<file path="src/rtl/video_timing_gen_if.sv">
// Raster timing bundle from video_timing_gen to the renderers and the TMDS encoder.
// The master side drives it and the slave side observes it.
interface video_timing_gen_if;
    logic signed [11:0] hpos;
    logic signed [11:0] vpos;
    logic               hsync;
    logic               vsync;
    logic               de;
    logic               lsync;
    logic               fsync;
    logic [15:0]        frame_cnt;

    modport master (output hpos, vpos, hsync, vsync, de, lsync, fsync, frame_cnt);
    modport slave  (input  hpos, vpos, hsync, vsync, de, lsync, fsync, frame_cnt);
endinterface

</file>
<file path="src/rtl/video_timing_gen.sv">
// Raster timing source. Coordinates are negative in blanking and zero-based in the active area.
// Every output is registered from the next counter value, so strobes stay aligned with hpos/vpos.
module video_timing_gen #(
    parameter int HRES     = 1280,
    parameter int VRES     = 720,
    parameter int H_FP     = 110,
    parameter int H_SYNC   = 40,
    parameter int H_BP     = 220,
    parameter int V_FP     = 5,
    parameter int V_SYNC   = 5,
    parameter int V_BP     = 20,
    parameter bit SYNC_POL = 1'b1
) (
    input  logic               pixel_clk,
    input  logic               rst,
    video_timing_gen_if.master vid
);
    localparam int H_START  = -(H_FP + H_SYNC + H_BP);
    localparam int H_END    = HRES - 1;
    localparam int V_START  = -(V_FP + V_SYNC + V_BP);
    localparam int V_END    = VRES - 1;
    localparam int HS_FIRST = H_START + H_FP;
    localparam int HS_LAST  = HS_FIRST + H_SYNC - 1;
    localparam int VS_FIRST = V_START + V_FP;
    localparam int VS_LAST  = VS_FIRST + V_SYNC - 1;

    if (H_START < -2048 || H_END > 2047 || V_START < -2048 || V_END > 2047) begin : g_range_check
        $error("video_timing_gen: timing constants do not fit 12-bit signed coordinates");
    end

    localparam logic signed [11:0] H_START_C  = 12'(H_START);
    localparam logic signed [11:0] H_END_C    = 12'(H_END);
    localparam logic signed [11:0] V_START_C  = 12'(V_START);
    localparam logic signed [11:0] V_END_C    = 12'(V_END);
    localparam logic signed [11:0] HS_FIRST_C = 12'(HS_FIRST);
    localparam logic signed [11:0] HS_LAST_C  = 12'(HS_LAST);
    localparam logic signed [11:0] VS_FIRST_C = 12'(VS_FIRST);
    localparam logic signed [11:0] VS_LAST_C  = 12'(VS_LAST);

    logic signed [11:0] hpos_q, hpos_d;
    logic signed [11:0] vpos_q, vpos_d;
    logic               hsync_q, hsync_d;
    logic               vsync_q, vsync_d;
    logic               de_q, de_d;
    logic               lsync_q, lsync_d;
    logic               fsync_q, fsync_d;
    logic [15:0]        frame_cnt_q, frame_cnt_d;

    always_comb begin
        hpos_d = hpos_q + 12'sd1;
        vpos_d = vpos_q;
        if (hpos_q == H_END_C) begin
            hpos_d = H_START_C;
            vpos_d = (vpos_q == V_END_C) ? V_START_C : vpos_q + 12'sd1;
        end

        // Decode from the next coordinates so the registered strobes land with them.
        hsync_d     = ((hpos_d >= HS_FIRST_C) && (hpos_d <= HS_LAST_C)) ? SYNC_POL : !SYNC_POL;
        vsync_d     = ((vpos_d >= VS_FIRST_C) && (vpos_d <= VS_LAST_C)) ? SYNC_POL : !SYNC_POL;
        de_d        = !hpos_d[11] && !vpos_d[11];
        lsync_d     = (hpos_d == H_START_C);
        fsync_d     = lsync_d && (vpos_d == V_START_C);
        frame_cnt_d = fsync_d ? frame_cnt_q + 16'd1 : frame_cnt_q;
    end

    always_ff @(posedge pixel_clk) begin
        if (rst) begin
            hpos_q      <= H_START_C;
            vpos_q      <= V_START_C;
            hsync_q     <= !SYNC_POL;
            vsync_q     <= !SYNC_POL;
            de_q        <= 1'b0;
            lsync_q     <= 1'b0;
            fsync_q     <= 1'b0;
            frame_cnt_q <= '0;
        end else begin
            hpos_q      <= hpos_d;
            vpos_q      <= vpos_d;
            hsync_q     <= hsync_d;
            vsync_q     <= vsync_d;
            de_q        <= de_d;
            lsync_q     <= lsync_d;
            fsync_q     <= fsync_d;
            frame_cnt_q <= frame_cnt_d;
        end
    end

    assign vid.hpos      = hpos_q;
    assign vid.vpos      = vpos_q;
    assign vid.hsync     = hsync_q;
    assign vid.vsync     = vsync_q;
    assign vid.de        = de_q;
    assign vid.lsync     = lsync_q;
    assign vid.fsync     = fsync_q;
    assign vid.frame_cnt = frame_cnt_q;
endmodule
</file>
<file path="src/flat_wrapper.sv">
// flat-port wrapper written by rule: the top's interface ports become plain ports
module video_timing_gen_flat 
#(
    parameter int HRES     = 1280,
    parameter int VRES     = 720,
    parameter int H_FP     = 110,
    parameter int H_SYNC   = 40,
    parameter int H_BP     = 220,
    parameter int V_FP     = 5,
    parameter int V_SYNC   = 5,
    parameter int V_BP     = 20,
    parameter bit SYNC_POL = 1'b1
)
  (pixel_clk, rst, vid_hpos, vid_vpos, vid_hsync, vid_vsync, vid_de, vid_lsync, vid_fsync, vid_frame_cnt);
  video_timing_gen_if vid_i ();
  input  logic pixel_clk;
  input  logic rst;
  output wire logic [$bits(vid_i.hpos)-1:0] vid_hpos;
  output wire logic [$bits(vid_i.vpos)-1:0] vid_vpos;
  output wire logic [$bits(vid_i.hsync)-1:0] vid_hsync;
  output wire logic [$bits(vid_i.vsync)-1:0] vid_vsync;
  output wire logic [$bits(vid_i.de)-1:0] vid_de;
  output wire logic [$bits(vid_i.lsync)-1:0] vid_lsync;
  output wire logic [$bits(vid_i.fsync)-1:0] vid_fsync;
  output wire logic [$bits(vid_i.frame_cnt)-1:0] vid_frame_cnt;
  assign vid_hpos = vid_i.hpos;
  assign vid_vpos = vid_i.vpos;
  assign vid_hsync = vid_i.hsync;
  assign vid_vsync = vid_i.vsync;
  assign vid_de = vid_i.de;
  assign vid_lsync = vid_i.lsync;
  assign vid_fsync = vid_i.fsync;
  assign vid_frame_cnt = vid_i.frame_cnt;
  video_timing_gen #(.HRES(HRES), .VRES(VRES), .H_FP(H_FP), .H_SYNC(H_SYNC), .H_BP(H_BP), .V_FP(V_FP), .V_SYNC(V_SYNC), .V_BP(V_BP), .SYNC_POL(SYNC_POL)) u_core (.pixel_clk(pixel_clk), .rst(rst), .vid(vid_i));
endmodule
</file>
<file path="config.mk">
export PLATFORM = sky130hd
export DESIGN_NAME = video_timing_gen_flat
export DESIGN_NICKNAME = d
export VERILOG_FILES = /design/src/rtl/video_timing_gen_if.sv /design/src/rtl/video_timing_gen.sv /design/src/flat_wrapper.sv
export SDC_FILE = /design/constraint.sdc
export NUM_CORES = 1
export LEC_CHECK = 0
export ABC_AREA = 1
export BUFFER_PORTS_ARGS = -buffer_cell sky130_fd_sc_hd__buf_2
export CORE_MARGIN = 2
export CORE_UTILIZATION = 35
export DETAILED_ROUTE_END_ITERATION = 16
export MAX_ROUTING_LAYER = met4
export PLACE_DENSITY_LB_ADDON = 0.1
export SLEW_MARGIN = 20
export SYNTH_ARGS = -nofsm -noshare
export SYNTH_HDL_FRONTEND = slang
export SYNTH_SLANG_ARGS = --single-unit
</file>
<file path="constraint.sdc">
create_clock -name pixel_clk -period 2.4 [get_ports pixel_clk]
set_input_delay 0.12 -clock pixel_clk [delete_from_list [all_inputs] [get_ports pixel_clk]]
set_output_delay 0.12 -clock pixel_clk [all_outputs]
set_load 0.1 [all_outputs]
</file>
==> metrics.log <==
INFO  metric place_ws = 0.0241 ns
INFO  metric part_of_the_yosys_area_used_for_sequential_elements = 0.329
INFO  metric htree_num_levels = 2
INFO  metric routedWlPerCell = 12.9 um
INFO  metric root_buffer = sky130_fd_sc_hd__clkbuf_8
INFO  metric die_height = 92.4 um
INFO  metric die_width = 92.4 um
INFO  metric grt_pass1_vias = 2,445
INFO  metric area_growth_syn_to_layout = 21.5%
INFO  metric synth_cell_types = 31
INFO  metric number_of_antenna_violations_at_the_first_check_in_global_routing = 0
INFO  metric grtUsageTotal = 0.170
INFO  metric ant_nets = 0
INFO  metric crit_arrival = 2.51 ns
INFO  metric required_time_at_the_worst_slack_endpoint = 2.63 ns
INFO  metric worst_clock_skew = 0.00826 ns
INFO  metric synth.top_cells.by_area = sky130_fd_sc_hd__dfxtp_1 (33%), sky130_fd_sc_hd__nand2_1 (16%), sky130_fd_sc_hd__nand4_1 (6.6%)
INFO  metric synth_warnings = 0
INFO  metric maxSlewHeadroom = 0.674
INFO  metric placeableCoreArea = 7650 um^2
INFO  metric dr_total_vias = 2,641
INFO  metric layoutNonFillerInstCount = 555
INFO  metric layout_setup_ws = 0.121 ns
INFO  metric clk_pin_slew = 0.08 ns
INFO  metric dp.final_hpwl = 5210 um
INFO  metric cp.buffers_inverters = 2
INFO  metric min-delay-path-class = in2reg
INFO  metric final_min_period_over_clock_period = 0.950
INFO  metric setup.worst_path.start_class = flip-flop
INFO  metric fp.dieArea = 8540 um^2
INFO  metric initial_utilization = 0.358
INFO  metric timing.final.crit_period = 2.28 ns
INFO  metric num_rows = 32
INFO  metric synth.top_cell.area_share = 0.329
INFO  metric synth_enable_flop_cells = 0
INFO  metric drive_above_1_share = 0.278
INFO  metric timing_hold_violations_final = 0
INFO  metric crit_family = simple AND/OR/NAND/NOR gates
INFO  metric pwr_density_cell = 460 nW/um^2
INFO  metric gp_congestion = 0.800
INFO  metric insertedDiodeCount = 0
INFO  metric cts_tree = done
INFO  metric final_core_utilization = 0.435
INFO  metric cts.sink_count = 45
INFO  metric clkLatencyLatePin = 0.30 ns
INFO  metric end_kind = flip-flop
INFO  metric tritoncts_buffers = 5
INFO  metric hold_slack = 0.187 ns
INFO  metric rsz0062_at_grt = true
INFO  metric ctsLongestPathBuffers = 2
INFO  metric leakage_dissipation = 1.61 nW
INFO  metric finalSetupViolations = 0
INFO  metric cap_viol_max_count = 0
INFO  metric status = finished, final reports clean
INFO  metric portBuffers = 46
INFO  metric route.final.wire_length = 7180 um
INFO  metric critPathKind = reg2reg
INFO  metric mappedNetlistNets = 393
INFO  metric post_synth_instance_area = 2740 um^2
INFO  metric synth_async_sr_flop_share = 0
INFO  metric grt_pass1_wl = 11,500 um
INFO  metric cpPeakStageDelay = 0.38 ns
INFO  metric placed_cells_incl_taps = 536
INFO  metric globalRouteOverflowTotal = 0
INFO  metric io_pins = 47
INFO  metric worstPathCellList = ha_2 -> nand2_2 -> nor2_8 -> nand2_4 -> nor2_8 -> buf_8 -> nand3_2 -> nand3_2 -> nand3_2 -> nor2_8 -> buf_4 -> nand4_1 -> a21oi_2
INFO  metric iteration_0_drc_markers = 88
INFO  metric critical-path-slowest-cell = sky130_fd_sc_hd__dfxtp_4
INFO  metric grt_start_max_net_pins = 28
INFO  metric mean_instance_size_in_the_synthesized_netlist = 7.05 um^2
INFO  metric timing.critical_path.fanout_max = 12
INFO  metric transition_time_of_the_tightest_slew_check_pin = 0.492 ns
INFO  metric top_reg_cell_synth = sky130_fd_sc_hd__dfxtp_1
INFO  metric drt_pre_antenna_iters = 4
INFO  metric num-nets-final = 458
INFO  metric drt_drc_violations_left = 0
INFO  metric maxClockFrequency = 439 MHz
INFO  metric yosys-top-cells-count = sky130_fd_sc_hd__nand2_1 (114), sky130_fd_sc_hd__dfxtp_1 (45), sky130_fd_sc_hd__nor2_1 (41)
INFO  metric synth_largest_area_cell = sky130_fd_sc_hd__dfxtp_1
INFO  metric vias_per_cell = 4.76
INFO  metric synth.ff_latch_count = 45
INFO  metric postSynthCellCount = 388
INFO  metric maxSlewViolCount = 0
INFO  metric hold_buffers = 0
INFO  metric vdd_ir_drop_max = 0.000334 V
INFO  metric synthMostInstantiatedCell = sky130_fd_sc_hd__nand2_1
-- where the power goes --
group	switching (W)	leakage, nW	internal [W]	total, W
registers	0.0000172	0.366	0.000762	0.000779
clock network	0.000255	0.0443	0.000229	0.000484
logic	0.000204	1.20	0.0000607	0.000265
total	0.000477	1.61	0.00105	0.00153
-- worst paths after layout --
path                            startpoint                               endpoint  slack, ns  depth (start not counted)
max          u_core.vid.hpos[0]$_SDFF_PP0_  u_core.vid.frame_cnt[15]$_SDFFE_PP0P_       0.12                         13
max reg2reg  u_core.vid.hpos[0]$_SDFF_PP0_  u_core.vid.frame_cnt[15]$_SDFFE_PP0P_       0.12                         13
min reg2reg  u_core.vid.hpos[0]$_SDFF_PP0_          u_core.vid.hpos[0]$_SDFF_PP0_       0.47                          1
min                                    rst          u_core.vid.vpos[1]$_SDFF_PP1_       0.19                          3
-- routing by layer --
metal	wire length, um	part of all wire	vias to the layer above	GRT usage
li1	-	-	1416	-
met1	3560	0.50	1182	0.224
met2	3320	0.46	39	0.271
met3	231	0.032	4	0.0293
met4	68	0.0095	0	0.0473
met5	0	0	-	-
-- tightest hold or removal path, delay by kind of cell --
kind          cells  cell delay (ns)
simple gates      1             0.07
buf+inv           2             0.25
-- repair_timing --
item                                    in CTS  in global routing
resized for setup                            0                  8
setup buffers                                0                 10
endpoints found under the setup margin       0                 16
-- logic make-up after synthesis --
kind of cell / count (synthesis) / share of synthesized area
buf+inv: 44 / 0.0809
fa+ha+maj: 3 / 0.0137
simple gates: 255 / 0.472
compound gates: 24 / 0.0498
flops: 45 / 0.329
xor+xnor: 17 / 0.0544
-- layout by cell type (no fill, tap or decap), drive strengths merged --
cell and count:
nor4 3, nand3 42, nand3b 5, dfxtp 45
xor2 9, o21ai 2, a211oi 1, a31oi 1
xnor2 8, nor2 50, buf 67, nand4 30
a21oi 18, clkinv 1, inv 32, ha 3
nor3 6, o21bai 2, clkbuf 7, nand2 121
-- cell type report --
cell class / instances / area (um^2)
flip-flops and latches: 45 / 933
multi-input cells: 301 / 1650
inverters: 33 / 124
clock buffers: 7 / 86.3
well taps: 102 / 128
repair buffers: 67 / 403
fillers: 832 / 4320
-- through the flow --
step / power (W) / TNS, ns / area [um^2]
2_1_floorplan: 0.00100 / 0 / 2770
3_3_place_gp: 0.00106 / 0 / 3110
3_5_place_dp: 0.00106 / 0 / 3110
4_1_cts: 0.00155 / 0 / 3200
5_1_grt: 0.00160 / -0.140 / 3320
6_report: 0.00153 / 0 / 3320
-- flip-flops by register name, indices dropped and copies added (netlist names) --
register,flops
u_core.vid.lsync,1
u_core.vid.hsync,1
u_core.vid.hpos,12
u_core.vid.vsync,1
u_core.vid.vpos,12
u_core.vid.frame_cnt,16
u_core.vid.fsync,1
u_core.vid.de,1
Power figures use the tool's default switching activity.
